===== config.mk =====
export PLATFORM = sky130hd
export DESIGN_NAME = jtpopeye_romload
export DESIGN_NICKNAME = d
export VERILOG_FILES = /design/src/rtl/jtpopeye_pkg.sv /design/src/rtl/jtpopeye_romload_dec.sv /design/src/rtl/jtpopeye_romload.sv
export SDC_FILE = /design/constraint.sdc
export NUM_CORES = 1
export LEC_CHECK = 0
export ABC_AREA = 1
export CORE_UTILIZATION = 52
export DETAILED_ROUTE_END_ITERATION = 6
export PLACE_DENSITY = 0.92
export SLEW_MARGIN = 20
export SYNTH_ARGS = -nofsm -noshare
export SYNTH_HDL_FRONTEND = slang
export SYNTH_SLANG_ARGS = --single-unit
export TNS_END_PERCENT = 20

===== constraint.sdc =====
create_clock -name clk -period 2.65 [get_ports clk]
set_input_delay 0.265 -clock clk [delete_from_list [all_inputs] [get_ports clk]]
set_output_delay 0.265 -clock clk [all_outputs]
set_load 0.05 [all_outputs]

===== src/rtl/jtpopeye_pkg.sv =====
// rtl/jtpopeye_pkg.sv - state encoding, region indices and default ROM map for the Popeye loader
package jtpopeye_pkg;

   typedef enum logic [2:0] {
      ST_IDLE   = 3'd0,
      ST_LOAD   = 3'd1,
      ST_SETTLE = 3'd2,
      ST_DONE   = 3'd3,
      ST_ERR    = 3'd4
   } state_e;

   localparam int REG_MAIN = 0;
   localparam int REG_CHAR = 1;
   localparam int REG_SPR  = 2;
   localparam int REG_PROM = 3;

   // Default image layout, also used by jtpopeye_game for its bank sizes
   localparam logic [21:0] DEF_REG1_START = 22'h08000;
   localparam logic [21:0] DEF_REG2_START = 22'h09000;
   localparam logic [21:0] DEF_REG3_START = 22'h11000;
   localparam logic [21:0] DEF_ROM_SIZE   = 22'h11340;
   localparam int          DEF_SETTLE     = 16;

endpackage


===== src/rtl/jtpopeye_romload_dec.sv =====
// rtl/jtpopeye_romload_dec.sv - maps an image byte address to a one-hot ROM region and region offset
module jtpopeye_romload_dec
   import jtpopeye_pkg::*;
#(
   parameter logic [21:0] REG1_START = DEF_REG1_START,
   parameter logic [21:0] REG2_START = DEF_REG2_START,
   parameter logic [21:0] REG3_START = DEF_REG3_START
)(
   input  logic [21:0] addr,
   output logic [3:0]  sel,
   output logic [21:0] offset
);

   always_comb begin
      sel    = '0;
      offset = addr;
      if (addr >= REG3_START) begin
         sel[REG_PROM] = 1'b1;
         offset        = addr - REG3_START;
      end else if (addr >= REG2_START) begin
         sel[REG_SPR] = 1'b1;
         offset       = addr - REG2_START;
      end else if (addr >= REG1_START) begin
         sel[REG_CHAR] = 1'b1;
         offset        = addr - REG1_START;
      end else begin
         sel[REG_MAIN] = 1'b1;
      end
   end

endmodule


===== src/rtl/jtpopeye_romload.sv =====
// rtl/jtpopeye_romload.sv - ioctl download sequencer: region strobes, size check, game reset and rom_ok
// Optional JTPOPEYE_ROMCHK_EN adds a 16-bit byte checksum (chk_sum) compared against ROM_CHK.
module jtpopeye_romload
   import jtpopeye_pkg::*;
#(
   parameter logic [21:0] REG1_START = DEF_REG1_START,
   parameter logic [21:0] REG2_START = DEF_REG2_START,
   parameter logic [21:0] REG3_START = DEF_REG3_START,
   parameter logic [21:0] ROM_SIZE   = DEF_ROM_SIZE,
   parameter int          SETTLE     = DEF_SETTLE
`ifdef JTPOPEYE_ROMCHK_EN
   , parameter logic [15:0] ROM_CHK  = 16'h0000
`endif
)(
   input  logic        clk,
   input  logic        rst,
   input  logic        downloading,
   input  logic [21:0] ioctl_addr,
   input  logic [7:0]  ioctl_data,
   input  logic        ioctl_wr,
   output logic [21:0] prog_addr,
   output logic [7:0]  prog_data,
   output logic [3:0]  prog_we,
   output logic        game_rst,
   output logic        rom_ok,
   output logic        load_err,
   output logic [21:0] byte_cnt
`ifdef JTPOPEYE_ROMCHK_EN
   , output logic [15:0] chk_sum
`endif
);

   state_e      state;
   logic [15:0] settle_cnt;
   logic        range_err;

   logic [3:0]  dec_sel;
   logic [21:0] dec_off;
   logic        in_load;
   logic        accept;
   logic        out_of_range;
   logic        range_next;
   logic [21:0] cnt_next;
   logic        load_good;
   logic        start;

   jtpopeye_romload_dec #(
      .REG1_START (REG1_START),
      .REG2_START (REG2_START),
      .REG3_START (REG3_START)
   ) u_dec (
      .addr   (ioctl_addr),
      .sel    (dec_sel),
      .offset (dec_off)
   );

   assign in_load      = (state == ST_LOAD);
   assign accept       = in_load && ioctl_wr && (ioctl_addr < ROM_SIZE);
   assign out_of_range = in_load && ioctl_wr && !(ioctl_addr < ROM_SIZE);
   assign range_next   = range_err | out_of_range;
   assign cnt_next     = (accept && byte_cnt != 22'h3FFFFF) ? byte_cnt + 22'd1 : byte_cnt;
   assign start        = downloading && !in_load;

   // A byte arriving in the same cycle downloading drops must be part of the final verdict
`ifdef JTPOPEYE_ROMCHK_EN
   logic [15:0] chk_next;
   assign chk_next  = accept ? chk_sum + {8'h00, ioctl_data} : chk_sum;
   assign load_good = !range_next && (cnt_next == ROM_SIZE) &&
                      ((ROM_CHK == 16'h0000) || (chk_next == ROM_CHK));
`else
   assign load_good = !range_next && (cnt_next == ROM_SIZE);
`endif

   always_ff @(posedge clk) begin
      if (rst) begin
         state      <= ST_IDLE;
         settle_cnt <= '0;
         range_err  <= 1'b0;
         prog_we    <= '0;
         prog_addr  <= '0;
         prog_data  <= '0;
         byte_cnt   <= '0;
         game_rst   <= 1'b1;
         rom_ok     <= 1'b0;
         load_err   <= 1'b0;
`ifdef JTPOPEYE_ROMCHK_EN
         chk_sum    <= '0;
`endif
      end else begin
         prog_we <= accept ? dec_sel : 4'b0000;
         if (accept) begin
            prog_addr <= dec_off;
            prog_data <= ioctl_data;
         end
         case (state)
            ST_LOAD: begin
               byte_cnt  <= cnt_next;
               range_err <= range_next;
`ifdef JTPOPEYE_ROMCHK_EN
               chk_sum   <= chk_next;
`endif
               if (!downloading) begin
                  if (load_good) begin
                     state      <= ST_SETTLE;
                     settle_cnt <= 16'(SETTLE - 1);
                  end else begin
                     state    <= ST_ERR;
                     load_err <= 1'b1;
                  end
               end
            end
            ST_SETTLE: begin
               if (settle_cnt == 16'd0) begin
                  state    <= ST_DONE;
                  game_rst <= 1'b0;
                  rom_ok   <= 1'b1;
               end else begin
                  settle_cnt <= settle_cnt - 16'd1;
               end
            end
            default: ;
         endcase
         // New download from any idle-ish state, including mid-settle, restarts cleanly
         if (start) begin
            state      <= ST_LOAD;
            settle_cnt <= '0;
            byte_cnt   <= '0;
            range_err  <= 1'b0;
            load_err   <= 1'b0;
            rom_ok     <= 1'b0;
            game_rst   <= 1'b1;
`ifdef JTPOPEYE_ROMCHK_EN
            chk_sum    <= '0;
`endif
         end
      end
   end

endmodule


==> results of run 1 <==
## routing by layer
metal | up-vias | GRT usage, % | part of all wire, %
met5 | - | 0 | 0
met4 | 0 | 12.6 | 3.4
met2 | 325 | 54.9 | 48
met3 | 56 | 7.81 | 10
met1 | 2377 | 34.3 | 38
li1 | 2504 | - | -
## worst max-delay path: cells and delay by family (launching register included)
family | cells | cell delay [ps]
AO/OA/AOI/OAI | 1 | 140
buffers and inverters | 3 | 350
flip-flops | 1 | 370
AND/OR/NAND/NOR | 13 | 1720
## flip-flops by register name (all words and copies together) (netlist names)
signal / flops
prog_we: 4
range_err: 1
settle_cnt: 16
byte_cnt: 22
game_rst: 1
state: 3
load_err: 1
prog_addr: 22
rom_ok: 1
prog_data: 8
## kinds of logic after synthesis
logic type	Yosys count	share of synthesized area, %
simple gates	386	37.5
compound gates	106	12.7
buf+inv	89	8.55
flops	79	35.4
xor+xnor	18	3.53
fa+ha+maj	8	2.24
## through the flow
| stage | setup TNS [ps] | cells | utilization, % | hold WS, ps |
|---|---|---|---|---|
| after floorplan | 0 | 686 | - | 410 |
| after global placement | -3840 | 925 | 71.4 | 440 |
| after detailed placement | -5730 | 925 | 71.4 | 456 |
| after CTS | 0 | 941 | 73.9 | 449 |
| after global routing | -1170 | 949 | 76.4 | 485 |
| final | -17.1 | 949 | 76.4 | 456 |
## cells in the mapped netlist, types with 3 or more instances
cell / number / area (um^2)
a21oi_1: 64 / 320
nand2_2: 3 / 18.8
or2_2: 4 / 25.0
nand2_1: 196 / 736
clkbuf_1: 13 / 48.8
nor3_1: 9 / 45.0
nand3_2: 3 / 30.0
nand3b_1: 6 / 45.0
nor2_2: 4 / 25.0
o21ai_0: 24 / 120
nand3_1: 41 / 205
nand4_1: 4 / 25.0
xnor2_1: 4 / 35.0
nor4_1: 4 / 25.0
nor2_4: 3 / 33.8
nor2_1: 103 / 387
inv_1: 63 / 236
buf_6: 6 / 67.6
dfxtp_1: 79 / 1580
o211ai_1: 6 / 45.0
o21ai_1: 3 / 15.0
xor2_1: 14 / 123
ha_1: 8 / 100
## repair_timing
item,in CTS,in global routing
setup buffers,0,4
resized for setup,0,36
endpoints found under the setup margin,0,19
## layout make-up
cell class / count / area, um^2
Clock buffer: 9 / 124
Inverter: 67 / 256
Tap cell: 105 / 131
Multi-Input combinational cell: 522 / 2670
Timing Repair Buffer: 160 / 1460
Sequential cell: 79 / 1590
Clock inverter: 7 / 78.8
Fill cell: 581 / 1950
## path summary, 6_finish.rpt
check | startpoint | to | cells past startpoint
hold / removal | ioctl_data[6] | prog_data[6]$_SDFFE_PP0N_ | 3
setup / recovery | byte_cnt[18]$_SDFFE_PP0P_ | settle_cnt[2]$_SDFFE_PP0P_ | 17
hold reg to reg | load_err$_SDFFE_PP0P_ | load_err$_SDFFE_PP0P_ | 2
setup reg to reg | byte_cnt[18]$_SDFFE_PP0P_ | settle_cnt[2]$_SDFFE_PP0P_ | 17
## power by group
part	total [mW]	internal [mW]	switching [mW]
logic	0.429	0.173	0.256
registers	1.22	1.20	0.0211
clock network	0.934	0.445	0.489
total	2.59	1.82	0.765
==> results, run 1 <==
- The flow ran to the end, but the final reports show violations.
- The final reports fail on negative setup slack.
- The HPWL after detailed placement is 9780 um.
- The maximum ir drop on the vdd rail is 0.304 mV.
- The slack of the worst reg-to-reg path is -10 ps.
- The final critical path time including I/O delays and setup is about 2700 ps.
- The cell that appears most often on the critical path is nand2_1.
- STA puts the critical path data arrival time at ~3000 ps.
- The cell type of the slowest stage on the worst timing path is dfxtp_2.
- The number of maximum-capacitance constraint violations is 0.
- Compared with the post-synthesis result, the final layout area differs by 41.4%.
- The first global-routing pass estimated 21600 um of wire.
- The number of vias after detailed routing is roughly 5300.
- Clock skew on the completed layout was measured at roughly 12 ps.
- Derived from the worst setup path, the maximum achievable clock frequency is about 0.38 GHz.
- The number of distinct library cell variants in the gate-level netlist after synthesis is between 40 and 50.
- The kind of end point of the critical path is a flip-flop.
- The number of buffers inserted by port buffering is roughly 90.
- The congestion estimate from routability-driven global placement came to a little over 0.9.
- Summing all non-filler instances in the final layout gives an area of around 6300 um^2.
- In this run the clock root is driven by a clkbuf_8.
- Clock-pin slew was measured on the worst setup and hold paths at around 90 ps.
- Of all nets on the critical path, the largest fanout is 15.
- The longest clock path from root to sink contains 2 buffers.
- The share of final-layout standard cells stronger than drive strength 1 is approximately 16%.
- For this run, the detailed router's first-pass iteration total came to 5.
- STA classifies the critical path startpoint as a flip-flop.
- For the pin with the worst max-slew slack, the measured transition is 547 ps.
- The final-report setup violation count is 2.
- The setup slack after placement is -353 ps.
- After detailed routing, the total wire length is 14200 um.
- The worst min-delay path category is input pin to flip-flop.
- The later pin in the worst-skew pair is clocked with a latency of around 360 ps.
- The CTS tree is built.
- The residual overflow from global routing is 0.
- The TritonCTS buffer count is 9.
- The part of the Yosys area used for sequential elements is 35.4%.
- The DRC violation total after the first TritonRoute iteration is between 400 and 500.
- Summing all placed instances gives a cell area of just under 6000 um^2.
- The initial antenna violation count was 0.
- In this run the static leakage power is about 2.6 nW.
- Leaving out fill and tap cells, the most frequent cell in the layout is nand2_1.
- The number of diodes added for antenna fixing is 0.
- The net count of the mapped netlist is around 730.
- The total standard cell area after synthesis is 4460 um^2.
- The hold-fix buffer count after cts is 0.
- The average instance in the mapped netlist occupies roughly 6.5 um^2.
- For this run, asynchronously set or reset flops after synthesis account for 0%.
- The largest net degree at the start of global routing is 32.
- The overall die width is between 90 and 100 um.
- The initial core utilization is a little over half.
- The cell count after synthesis came out at between 600 and 700.
- The hold violation count in the final report was 0.
- The floorplan step defined a core boundary enclosing 8260 um^2.
- The total power after layout is around 2.6 mW.
- The maximum level of the CTS H-tree is 3.
- The post-layout worst setup margin is -12.8 ps.
- In this run the tightest slew margin relative to its limit is a little under two thirds.
- The critical path goes through nand2_1, nor2_1, nand2_1, inv_1, nand2_4, inv_6, nor2_8, buf_4, nand2_1, nand2_1, nor2_1, nand3_2, nor2_4, nand3_4, nand2_8, nand2_1, a21oi_2.
- Power spread over the standard cell area amounts to about 410 nW/um^2.
- In this run the core area contains 33 standard-cell rows.
- The class of the most critical setup path is flip-flop to flip-flop.
- The most frequently used flop master after synthesis is dfxtp_1.
- The number of enable-type register cells in the synthesized netlist is 0.
- The final worst-path cycle share is 100%.
- The clock sink count is between 70 and 80.
- After detailed routing, the number of remaining DRC violations is 0.
- At the end of the flow, the number of nets in the layout was ~880.
- The number of global-route vias before repair is roughly 4900.
- Setup repair after global routing could not meet its margin everywhere.
- In this run, synthesis produced a sequential element count of 79.
- The post-detailed-route wirelength per cell is between 10 and 15 um.
- Once detail routing completed, the nets flagged for antenna violations numbered 0.
- 93 I/O pins were placed.
- The count of synthesis-stage warnings from yosys is 0.
- The global-route total usage across every layer is 30.6%.
- The count of final max-slew check failures is 0.
- The die covers approximately 9000 um^2.
- The critical path data required time is 2950 ps.
- From bottom edge to top edge, the die measures around 95 um.
- The via-per-instance ratio is ~5.5.
- In the layout the commonest cells are 196 x nand2_1, 99 x nor2_1, 92 x clkdlybuf4s50_1, 74 x dfxtp_1, 64 x buf_4.
- The biggest cell delay along the critical path is about 370 ps.
Note: power is estimated with default switching activity, not from simulation.
==> inputs of run 2 (changes only) <==
--- a/config.mk
+++ b/config.mk
@@ -6,6 +6,7 @@
 export NUM_CORES = 1
 export LEC_CHECK = 0
 export ABC_AREA = 1
+export CORE_MARGIN = 3
 export CORE_UTILIZATION = 52
 export DETAILED_ROUTE_END_ITERATION = 6
 export PLACE_DENSITY = 0.92
==> run 2 against run 1 <==
  * The flow finishes with violations (design-rule violations)
  * Clock skew grew 1.0 ps
  * Via count shrank 0.13%
  * Sequential share of layout area up 0.050 points
  * Final cell count increased by 0.53%
  * Die area increased by 8.6%
  * Total power is 3.9% lower
  * Flip-flop and latch count did not move
==> results, run 2 (synthesized netlist as in run 1, its figures left out) <==
- The y dimension of the die is 98.6 um (+4.2%).
- The data arrival time at the worst-slack endpoint is 2880 ps (-90 ps).
- The clock-pin transition on the worst setup and hold timing paths is 90 ps (about the same).
- The largest registers in the layout are byte_cnt (22), prog_addr (22), settle_cnt (16).
- The actual transition at the worst max-transition pin is 560 ps (+12.4 ps).
- The library cell used most frequently in the layout, excluding fill and tap cells, is nand2_1.
- The top-level I/O count is 93 (unchanged).
- The later-pin clock latency in the skew report was 360 ps (about the same).
- The post-detailed-route count of antenna-violating nets is 0 (unchanged).
- The final routed wirelength across all metal layers came to 14500 um (+2.1%).
- The global placement routability congestion came to 0.931 (about the same).
- The residual overflow from global routing came to 0 (unchanged).
- The DRC violation total after the first TritonRoute iteration is 524 (+5.9%).
- The final reports fail on design-rule violations.
- The largest net degree at the start of global routing came to 32 (unchanged).
- The instance area at placement came to 5900 um^2 (about the same).
- The final design instance area without fill is 6290 um^2 (-0.28%).
- The worst setup path is captured at a flip-flop.
- The startpoint of the worst register-to-register path is byte_cnt[1]$_SDFFE_PP0P_.
- The maximum fanout encountered on the critical timing path is 8 (-7).
- The number of maximum-capacitance constraint violations is 0 (unchanged).
- The global-route total usage across every layer is 27.2% (-3.5 points).
- The startpoint kind of the worst setup timing path is a flip-flop.
- The number of vias after detailed routing is 5255 (-0.13%).
- The startpoint of the worst hold path is ioctl_addr[13].
- The maximum frequency from static timing analysis is 0.381 GHz (+1.4%).
- The via-per-instance ratio was 5.51 (-0.66%).
- The biggest cell delay along the critical path is 390 ps (+20 ps).
- In this run the critical register-to-register path is captured at settle_cnt[3]$_SDFFE_PP0P_.
- The global-route wire length before repair came to 21800 um (+1.3%).
- The area of the core is 8260 um^2 (unchanged).
- The normalized max-slew margin is 62.6% (-0.83 points).
- The maximum level of the CTS H-tree is 3 (unchanged).
- The cell type of the slowest stage on the worst timing path is dfxtp_4.
- TritonCTS built the clock tree.
- The class of the most critical setup path is flip-flop to flip-flop.
- The final routed DRC violation total is 1 (+1).
- The count of nets after finishing is 886 (+0.57%).
- The most prevalent standard cell on the critical path is nand2_1.
- The maximum ir drop on the vdd rail is 0.353 mV (+16%).
- The initial core utilization is 54.0% (unchanged).
- The floorplan row count was 33 (unchanged).
- The flow ran to the end, but the final reports show violations.
- The number of buffers on the longest clock path came to 2 (unchanged).
- The leakage power of the design is 2.58 nW (+0.32%).
- The number of global-route vias before repair is 4954 (+1.6%).
- The count of final max-slew check failures is 0 (unchanged).
- The worst min-delay path category is input pin to flip-flop.
- The hold violation count in the final report was 0 (unchanged).
- The number of buffers inserted by port buffering is 92 (unchanged).
- The number of cell instances on the worst register-to-register path is 19 (+2).
- In this run the worst setup path begins at byte_cnt[1]$_SDFFE_PP0P_.
- The power density normalized to cell area is 395 nW/um^2 (-3.6%).
- The final critical path time including I/O delays and setup was 2630 ps (-36.0 ps).
- The number of diodes added for antenna fixing came to 0 (unchanged).
- The share of final-layout standard cells stronger than drive strength 1 is 16.0% (+0.14 points).
- The area growth from synthesis to layout is 41.0%.
- The overall die width was 98.6 um (+4.2%).
- The final-report setup violation count is 0 (-2).
- The root buffer cell chosen for the clock tree is clkbuf_8.
- The final worst hold slack was 385 ps (-71.1 ps).
- The worst-case hold path end point is prog_addr[13]$_SDFFE_PP0N_.
- The HPWL after detailed placement is 10100 um (+2.8%).
- The clock skew was 13.5 ps (+1.04 ps).
- The critical path data required time is 2900 ps (-50 ps).
- The detailed-router iteration count before antenna repair is 7 (+2).
- The library cells used most frequently in the layout, excluding fill and tap cells, are 195 x nand2_1, 98 x nor2_1, 91 x clkdlybuf4s50_1, 73 x dfxtp_1, 70 x buf_4.
- The final worst-path cycle share was 99.1% (-1.4 points).
- The signal on the critical path passes through ha_4, nand2_2, nor2_4, nand2_4, nor2_4, nand2_4, inv_6, nor2_8, buf_4, nand2_1, o21ai_2, nor2_1, nand2_1, nor2_2, nand3_4, nand2_8, nand3_1, nand2_1, nor2_1.
- The slack of the worst reg-to-reg path came to 20 ps (+40 ps).
- The post-detailed-route wirelength per cell is 15.2 um (+1.6%).
- The cell depth of the worst hold path is 4 (+1).
- The TritonCTS buffer count is 9 (unchanged).
- The clock sink count was 79 (unchanged).
- The die outline area is 9730 um^2 (+8.6%).
- The initial antenna violation count is 0 (unchanged).
[run 2: critical path: cells and delay by family, from the launching register on]
family,cells,cell delay [ps]
buffers and inverters,2,240
AND/OR/NAND/NOR,15,1670
adder cells (fa/ha/maj),1,140
flip-flops,1,390
AO/OA/AOI/OAI,1,80
[run 2: how the worst max path moves through the flow]
stage	end	cells past startpoint	slack, ps
2_1_floorplan	settle_cnt[0]$_SDFFE_PP0P_	20	110
3_5_place_dp	settle_cnt[6]$_SDFFE_PP0P_	19	-310
3_3_place_gp	settle_cnt[15]$_SDFFE_PP0P_	19	-240
4_1_cts	settle_cnt[8]$_SDFFE_PP0P_	18	10
5_1_grt	settle_cnt[3]$_SDFFE_PP0P_	16	-100
6_report	settle_cnt[3]$_SDFFE_PP0P_	19	20
[run 2: where the power goes]
group	total, mW	internal (mW)	switching (mW)
clock	0.840	0.348	0.492
sequential	1.22	1.20	0.0194
combinational	0.422	0.172	0.249
[run 2: what timing repair did]
| item | CTS | global route |
|---|---|---|
| hold buffers | 0 | 0 |
| resized for setup | 0 | 33 |
| buffers inserted | 0 | 7 |
| endpoints found under the setup margin | 0 | 19 |
[run 2: cell type report]
cell class / instances / area [um^2]
multi-input combinational: 522 / 2650
fill: 580 / 1960
sequential: 79 / 1590
timing repair buffer: 165 / 1490
inverter: 67 / 256
tap: 105 / 131
clock buffer: 9 / 124
clock inverter: 7 / 53.8
[run 2: metal layers]
layer	wire length [um]	up-vias	GRT usage, %
li1	-	2506	-
met1	5430	2397	30.6
met2	7100	309	47.7
met3	1550	43	8.28
met4	441	0	11.3
met5	0	-	0
[run 2: per-stage QoR]
stage               instances  utilization, %  total power, mW  worst slack, ps  TNS, ps
global placement          927            71.5             1.62             -236    -3820
global route              954            76.2             2.59            -95.1     -927
floorplan                 686               -             1.50              114        0
finish                    954            76.2             2.49             23.3        0
detailed placement        927            71.5             1.64             -312    -4930
CTS                       943            73.6             2.47             14.2        0
==> inputs of run 3 (changes only) <==
--- a/config.mk
+++ b/config.mk
@@ -6,6 +6,7 @@
 export NUM_CORES = 1
 export LEC_CHECK = 0
 export ABC_AREA = 1
+export CAP_MARGIN = 20
 export CORE_MARGIN = 3
 export CORE_UTILIZATION = 52
 export DETAILED_ROUTE_END_ITERATION = 6
==> results of run 3 <==
The final DEF is identical to that of run 2; final timing and power are the same.
